[config.mk]
export PLATFORM = sky130hd
export DESIGN_NAME = exu_commit_stage
export DESIGN_NICKNAME = d
export VERILOG_FILES = /design/src/rtl/exu_commit_stage.sv
export SDC_FILE = /design/constraint.sdc
export NUM_CORES = 1
export LEC_CHECK = 0
export ABC_AREA = 1
export BUFFER_PORTS_ARGS = -buffer_cell sky130_fd_sc_hd__buf_2
export CAP_MARGIN = 15
export CORE_MARGIN = 1.5
export CORE_UTILIZATION = 41
export DETAILED_ROUTE_END_ITERATION = 10
export GPL_ROUTABILITY_DRIVEN = 0
export HOLD_SLACK_MARGIN = 0.1
export SLEW_MARGIN = 30
export SYNTH_ARGS = -nofsm -noshare
export SYNTH_HDL_FRONTEND = slang
export SYNTH_SLANG_ARGS = --single-unit
export TNS_END_PERCENT = 100
[constraint.sdc]
create_clock -name i_clk -period 2.2 [get_ports i_clk]
set_input_delay 0.11 -clock i_clk [delete_from_list [all_inputs] [get_ports i_clk]]
set_output_delay 0.11 -clock i_clk [all_outputs]
set_load 0.05 [all_outputs]
[src/rtl/exu_commit_stage.sv]
// exu_commit_stage: execute back end -- resolves branches/jumps into a one-cycle redirect and
// forwards the result packet to LSU/WBU through a 2-entry skid buffer.
module exu_commit_stage #(
  parameter int          RD_W      = 5,
  parameter logic [31:0] RESET_VEC = 32'h0
) (
  input  logic            i_clk,
  input  logic            i_rst_n,
  input  logic            i_flush,
  input  logic            i_valid,
  output logic            o_ready,
  input  logic [31:0]     i_pc,
  input  logic [31:0]     i_imm,
  input  logic [RD_W-1:0] i_rd,
  input  logic            i_rd_wen,
  input  logic [2:0]      i_funct3,
  input  logic            i_is_branch,
  input  logic            i_is_jal,
  input  logic            i_is_jalr,
  input  logic            i_mem_ren,
  input  logic            i_mem_wen,
  input  logic [31:0]     i_alu_r,
  input  logic            i_alu_cmp,
  input  logic [31:0]     i_alu_add_r,
  output logic            o_valid,
  input  logic            i_ready,
  output logic [31:0]     o_result,
  output logic [31:0]     o_addr,
  output logic [RD_W-1:0] o_rd,
  output logic            o_rd_wen,
  output logic            o_mem_ren,
  output logic            o_mem_wen,
  output logic            o_redirect,
  output logic [31:0]     o_redirect_pc
);
  localparam int PW = 64 + RD_W + 3;
  typedef enum logic [1:0] {EMPTY, ONE, FULL} state_t;
  state_t state, state_nxt;
  logic [PW-1:0] main_q, skid_q, in_pkt;
  logic accept, fire, taken, redir;
  logic [31:0] target;
  assign accept = i_valid & o_ready & ~i_flush;
  assign fire = o_valid & i_ready;
  assign in_pkt = {(i_is_jal | i_is_jalr) ? i_pc + 32'd4 : i_alu_r, i_alu_add_r, i_rd,
                   i_rd_wen, i_mem_ren, i_mem_wen};
  // funct3[2] selects the compare-flag conditions, otherwise the zero test on the adder sum
  always_comb begin
    taken = i_funct3[2] ? (i_funct3[0] ? ~i_alu_cmp : i_alu_cmp)
          : (i_funct3[1] ? 1'b0 : (i_funct3[0] ? |i_alu_add_r : ~|i_alu_add_r));
    redir = i_is_jal | i_is_jalr | (i_is_branch & taken);
    target = i_is_jalr ? {i_alu_add_r[31:1], 1'b0} : i_pc + i_imm;
  end
  always_ff @(posedge i_clk or negedge i_rst_n)
    if (!i_rst_n) state <= EMPTY;
    else state <= state_nxt;
  always_comb begin
    state_nxt = state;
    if (state == EMPTY) state_nxt = accept ? ONE : EMPTY;
    else if (state == ONE) state_nxt = (accept & ~fire) ? FULL : (fire & ~accept) ? EMPTY : ONE;
    else state_nxt = fire ? ONE : FULL;
    if (i_flush) state_nxt = EMPTY;
  end
  always_comb begin
    o_valid = state != EMPTY;
    o_ready = (state != FULL) & ~i_flush;
  end
  always_ff @(posedge i_clk or negedge i_rst_n)
    if (!i_rst_n) begin
      main_q <= '0;
      skid_q <= '0;
      o_redirect <= 1'b0;
      o_redirect_pc <= RESET_VEC;
    end else begin
      if (state == FULL && fire) main_q <= skid_q;
      else if (accept && (state == EMPTY || fire)) main_q <= in_pkt;
      if (state == ONE && accept && !fire) skid_q <= in_pkt;
      o_redirect <= accept & redir;
      if (accept && redir) o_redirect_pc <= target;
    end
  assign {o_result, o_addr, o_rd, o_rd_wen, o_mem_ren, o_mem_wen} = main_q;
endmodule

After elaboration in Yosys (flattened, before gate mapping)

Cells that the tools add are included.
Widths: inputs -> output; s select.

Eq/ne operators: 3
Add/subtract/negate cells: 2
Reduce and logical (&&, ||, !) cells: 12
Muxes and demuxes: 15
Bitwise gates (word level): 14

Operator list:

| cell                  | number |
|---|---|
| $mux 72               | 2 |
| $mux 32               | 2 |
| $add 32x3->32 const B | 1 |
| $add 32x32->32        | 1 |
| $reduce_or 32->1      | 1 |
| $mux 2                | 5 |
| $and 1x1->1           | 8 |
| $mux 1                | 6 |
| $logic_and 1x1->1     | 5 |
| $not 1->1             | 4 |
| $reduce_bool 2->1     | 2 |
| $eq 2x1->1 const B    | 1 |
| $eq 2x2->1 const B    | 1 |
| $logic_not 1->1       | 2 |
| $logic_not 2->1       | 1 |
| $ne 2x2->1 const B    | 1 |
| $or 1x1->1            | 2 |
| $logic_or 1x1->1      | 1 |

Logic and storage cells: 51
Output and inout bits: 107
Bits of input ports: 148
Flip-flop bits (word level): 179

Longest topological paths before layout

Depth after elaboration: 11
Mapped depth: 16

Worst setup path before layout

OpenSTA, ideal clock, no wires.

Path kind: register -> register
Start: register state[1]
End: register state[0]
Library setup time: 0.139 ns
Path slack: -0.304 ns
Path buffers: 1
Required time: 2.061 ns
Period minus slack after synthesis: 2.504 ns
Cell stages (with the launch flop): 10
Data arrival time: 2.364 ns
Path through: dfrtp_1 -> inv_2 -> nor2_4 -> nor2_1 -> nand2_1 -> inv_2 -> buf_1 -> ha_1 -> nor3_1 -> a2111oi_0

Word-level cells in the longest chain between the ends: 11
Elaborated cells between the ends (all ways): 19
Classes of those cells: eq/ne (2); mux (7); bitwise (8); reduce/logical (2)

RTL lines:

| item                       | RTL line | source |
|---|---|---|
| from (decl)                | 38       | `state_t state, state_nxt;` |
| from (signal assigned)     | 55       | `else state <= state_nxt;` |
| $ne 2x2->1 *               | 65       | `o_ready = (state != FULL) & ~i_flush;` |
| $and 1x1->1 *              | 65       |  |
| named net o_ready          | 11       | `output logic o_ready,` |
| $and 1x1->1 * (2 in a row) | 42       | `assign accept = i_valid & o_ready & ~i_flush;` |
| $not 1->1                  | 59       | `else if (state == ONE) state_nxt = (accept & ~fire) ? FULL : (fire & ~accept) ? EMPTY : ONE;` |
| $and 1x1->1                | 59       |  |
| $mux 1                     | 59       |  |
| $mux 2 (2 in a row)        | 59       |  |
| $mux 2 *                   | 58       | `if (state == EMPTY) state_nxt = accept ? ONE : EMPTY;` |
| $mux 2 *                   | 61       | `if (i_flush) state_nxt = EMPTY;` |
| named net state_nxt[0]     | 38       |  |

The timed path passes the listed nets; every way through them passes the cells marked *.
A chain may end at the register's enable or synchronous reset.

Worst setup path in the final report

Start: input port i_pc[0]
End: register o_redirect_pc[30]

Word-level cells in the longest chain between the ends: 2

RTL lines:

| item                 | RTL line | source |
|---|---|---|
| from (decl)          | 12       | `input logic [31:0] i_pc,` |
| $add 32x32->32       | 51       | `target = i_is_jalr ? {i_alu_add_r[31:1], 1'b0} : i_pc + i_imm;` |
| $mux 32              | 51       |  |
| to (signal assigned) | 78       | `if (accept && redir) o_redirect_pc <= target;` |
| to (decl)            | 34       | `output logic [31:0] o_redirect_pc` |

No other way between the ends.

==> metrics.log <==
INFO  metric run_status = finished, final reports clean
INFO  metric share_seq_of_total_power = between 30% and 40%
INFO  metric synthMuxAreaShare = less than 1%
INFO  metric setup_repair_after_global_routing_missed_its_margin = no
INFO  metric synth.distinct_cells = 33
INFO  metric worst_r2r_startpoint = state[1]
INFO  metric cts_num_sinks = about 180
INFO  metric timing.reg2reg.worst_path_depth = 9
INFO  metric core.rowCount = 60
INFO  metric synth-compound-area-share = slightly below 9%
INFO  metric post-route-cell-area = approximately 0.014 mm2
INFO  metric clock_latency_on_the_worst_skew_pair = between 0.4 and 0.5 ns
INFO  metric routed_wirelength = around 39000 um
INFO  metric power.share.combinational = a little over a third
INFO  metric layout-drive-gt1-share = 16.5%
INFO  metric criticalPathCategory = in -> reg
INFO  metric slew-limit-headroom = 60.7%
INFO  metric cts.reportedPaths.clkPinSlew = about 0.090 ns
INFO  metric remaining_drc_errors = 0
INFO  metric grt_first_pass_wirelength = about 61000 um
INFO  metric worst-path-max-fanout = 4
INFO  metric hold_ws = around 0.13 ns
INFO  metric core-area = 0.0270 mm2
INFO  metric clock_tree.root_cell = sky130_fd_sc_hd__clkbuf_16
INFO  metric worst_setup_path_start_kind = input port
INFO  metric cp.required = about 2.6 ns
INFO  metric timing_worst_slew_pin_value = ~0.59 ns
INFO  metric vias = between 10000 and 15000
INFO  metric async_flop_share = 100%
INFO  metric leak_pwr = just under 8 nW
INFO  metric power_switching = 5.03 mW
INFO  metric die_y = about 170 um
INFO  metric synth_edf_count = 0
INFO  metric synth.area.top_cells = sky130_fd_sc_hd__dfrtp_1 40%, sky130_fd_sc_hd__nand2_1 25%, sky130_fd_sc_hd__nor2_1 5.9%
INFO  metric simple_gate_fraction_of_synth_area = 37.6%
INFO  metric postPlaceCellArea = between 0.01 and 0.015 mm2
INFO  metric ctsHtreeMaxLevel = 4
INFO  metric most_used_dff_post_synth = sky130_fd_sc_hd__dfrtp_1
INFO  metric final_period_minus_worst_setup_slack = 2.01 ns
INFO  metric drt.antenna.violating_nets = 0
INFO  metric worstHoldEndpoint = skid_q[42]
INFO  metric skew = 0.0179 ns
INFO  metric drv_slew = 0
INFO  metric placed_cells_incl_taps = about 2300
INFO  metric number_of_antenna_violations_at_the_first_check_in_global_routing = 8
INFO  metric p_per_area = just over 800 mW/mm2
INFO  metric ctsLongestPathBuffers = 2
INFO  metric reg_to_reg_endpoint = state[1]
INFO  metric tritoncts_buffers = 17
INFO  metric finalCoreUtilization = between 50% and 60%
INFO  metric critPathArrivalTime = around 2.4 ns
INFO  metric period_share = about 91%
INFO  metric drt_first_pass_iters = 5
INFO  metric flow.area_growth_from_synthesis = 27.6%
INFO  metric synth_largest_area_cell = sky130_fd_sc_hd__dfrtp_1
INFO  metric final.setup.tns = 0 ns
INFO  metric power.switching_fraction = roughly 43%
INFO  metric synth.top_cells.by_count = 750 x sky130_fd_sc_hd__nand2_1, 179 x sky130_fd_sc_hd__dfrtp_1, 177 x sky130_fd_sc_hd__nor2_1
INFO  metric grt.overflow.total = 0
INFO  metric cp-end-kind = flop
INFO  metric hold_class = in -> reg
INFO  metric worst_hold_startpoint = i_pc[2]
INFO  metric main_combinational_cell_family_by_area_after_synthesis = simple AND/OR/NAND/NOR gates
INFO  metric finalHoldViolCount = 0
INFO  metric netlist_instances = between 1500 and 2000
INFO  metric io_pins = ~260
INFO  metric number_of_non_filler_instances_in_the_completed_layout = around 2400
INFO  metric number_of_global_route_vias_before_repair = 11198
INFO  metric ir_worst_vdd = ~0.00046 V
INFO  metric min_delay_path_depth = 4
INFO  metric synth.yosys.seq_area_share = 39.6%
INFO  metric chipWidth = roughly 170 um
INFO  metric synthXorXnorAreaFrac = under 10%
INFO  metric cts_tree = done
INFO  metric effective_utilization_at_floorplan = a little over two fifths
INFO  metric synth.yosys.warnings = 0
INFO  metric synth_area_per_cell = 6.61 um2
INFO  metric io_buffer_count = around 250
INFO  metric postSynthRegisterBits = 179
INFO  metric power.internal = between 6 and 7 mW
INFO  metric mappedNetlistArea = between 0.01 and 0.015 mm2
INFO  metric grt_start_max_net_pins = 102
INFO  metric setup.reg_to_reg.worst_slack = between 0.2 and 0.25 ns
INFO  metric average_wire_per_cell_in_the_routed_design = approximately 16 um
INFO  metric detail_route.iter0.violations = between 900 and 1000
INFO  metric synthAdderAreaFrac = around 3.8%
INFO  metric timing.final.setup_violations = 0
INFO  metric final_nets = approximately 2200
INFO  metric maxClockFrequency = around 0.50 GHz
INFO  metric synthesis.nets = between 1500 and 2000
INFO  metric timing.max_cap.violations = 0
INFO  metric synth_top_cell_area_share = 39.6%
INFO  metric fill_cells = between 2000 and 3000
INFO  metric die-area = between 0.02 and 0.03 mm2
INFO  metric grt_usage = between 20 and 30%
INFO  metric post_cts_setup_buffers = 0
INFO  metric viasPerCell = 5.05
INFO  metric yosysMostFrequentCell = sky130_fd_sc_hd__nand2_1
INFO  metric clock_power_share = approximately a quarter
INFO  metric dpl.hpwl = 29300 um
[critical path: stages]
cell,delay (ns)
sky130_fd_sc_hd__dlygate4sd3_1,0.53
sky130_fd_sc_hd__buf_2,0.13
sky130_fd_sc_hd__ha_2,0.22
sky130_fd_sc_hd__fa_2,0.37
sky130_fd_sc_hd__nand3_1,0.11
sky130_fd_sc_hd__nand3_2,0.11
sky130_fd_sc_hd__nand2_1,0.08
sky130_fd_sc_hd__nand2_1,0.11
sky130_fd_sc_hd__nand2_1,0.08
sky130_fd_sc_hd__nand2_1,0.07
sky130_fd_sc_hd__nand2_1,0.08
sky130_fd_sc_hd__nand3_1,0.08
sky130_fd_sc_hd__nand3_1,0.09
sky130_fd_sc_hd__nand2_1,0.05
sky130_fd_sc_hd__nand2_1,0.06
sky130_fd_sc_hd__nand2_1,0.05
[logic make-up after synthesis]
family,Yosys count
buffers and inverters,223
muxes,4
adders and majority gates,34
DFF,179
xor gates and xnor gates,26
AOI/OAI and AO/OA,175
and+or+nand+nor,1070
[through the flow]
step / total power [mW] / setup slack, ns
2_1_floorplan: 7.40 / 0.178
3_3_place_gp: 8.61 / 0.165
3_5_place_dp: 8.68 / 0.103
4_1_cts: 11.9 / 0.0304
5_1_grt: 12.5 / 0.0267
6_report: 11.8 / 0.193
[power groups by stage]
stage | Combinational (mW) | Clock [mW] | Sequential, mW
after detailed placement | 4.14 | 0 | 4.54
after floorplan | 1.50 | 0 | 5.90
after CTS | 4.25 | 3.17 | 4.48
after global placement | 4.09 | 0 | 4.52
after global routing | 4.61 | 3.29 | 4.57
final | 4.24 | 3.11 | 4.49
[routing by layer]
metal | up-vias | track usage [%] | wire (um)
met5 | - | 0 | 0
met4 | 0 | 8.58 | 906
met3 | 56 | 2.92 | 1840
met2 | 395 | 44.7 | 18300
met1 | 5575 | 37.8 | 18000
li1 | 6017 | - | -
[repair_timing]
item | 4_1_cts | 5_1_grt
hold buffers | 76 | 0
resized for setup | 0 | 3
endpoints found under the hold margin | 207 | 0
endpoints found under the setup margin | 0 | 9
[layout make-up]
class | count | area, um2 | share of cell area, %
flip-flops and latches | 179 | 4480 | 31.0
diodes | 8 | 20.0 | 0.139
inverters | 158 | 594 | 4.12
well taps | 341 | 427 | 2.95
repair buffers | 357 | 2350 | 16.3
clock buffers | 17 | 425 | 2.95
clock inverters | 15 | 168 | 1.16
multi-input cells | 1309 | 5970 | 41.4
[flip-flops by register name, indices dropped and copies added (netlist names)]
signal,flops
o_redirect_pc,32
o_redirect,1
main_q,72
state,2
skid_q,72
[worst max-delay path by stage]
| stage | cells past startpoint | from | to |
|---|---|---|---|
| after floorplan | 9 | state[1] | state[0] |
| after global placement | 15 | i_pc[0] | o_redirect_pc[30] |
| after detailed placement | 15 | i_pc[0] | o_redirect_pc[30] |
| after CTS | 16 | i_pc[0] | o_redirect_pc[30] |
| after global routing | 16 | i_pc[0] | o_redirect_pc[30] |
| final | 16 | i_pc[0] | o_redirect_pc[30] |
[layout by cell type (no fill, tap or decap), types with 4 or more instances in the layout]
cell type | synthesis | routed
sky130_fd_sc_hd__nand3b_1 | 9 | 9
sky130_fd_sc_hd__o21a_1 | 5 | 5
sky130_fd_sc_hd__dfrtp_1 | 179 | 179
sky130_fd_sc_hd__ha_1 | 33 | 32
sky130_fd_sc_hd__nand4_1 | 9 | 9
sky130_fd_sc_hd__buf_4 | 3 | 18
sky130_fd_sc_hd__buf_2 | 27 | 253
sky130_fd_sc_hd__nand2_1 | 750 | 749
sky130_fd_sc_hd__a21oi_1 | 44 | 44
sky130_fd_sc_hd__xnor2_1 | 13 | 13
sky130_fd_sc_hd__nor3_1 | 16 | 16
sky130_fd_sc_hd__o21bai_1 | 7 | 7
sky130_fd_sc_hd__o21ai_0 | 58 | 58
sky130_fd_sc_hd__nor2_1 | 177 | 176
sky130_fd_sc_hd__inv_2 | 5 | 4
sky130_fd_sc_hd__clkbuf_16 | 0 | 17
sky130_fd_sc_hd__diode_2 | 0 | 8
sky130_fd_sc_hd__inv_1 | 153 | 153
sky130_fd_sc_hd__a31oi_1 | 55 | 55
sky130_fd_sc_hd__nand3_1 | 96 | 95
sky130_fd_sc_hd__clkinv_8 | 0 | 5
sky130_fd_sc_hd__mux2i_1 | 4 | 4
sky130_fd_sc_hd__xor2_1 | 13 | 13
sky130_fd_sc_hd__dlygate4sd3_1 | 0 | 76
sky130_fd_sc_hd__or2_2 | 7 | 7
sky130_fd_sc_hd__buf_12 | 0 | 9
Power figures use the tool's default switching activity.
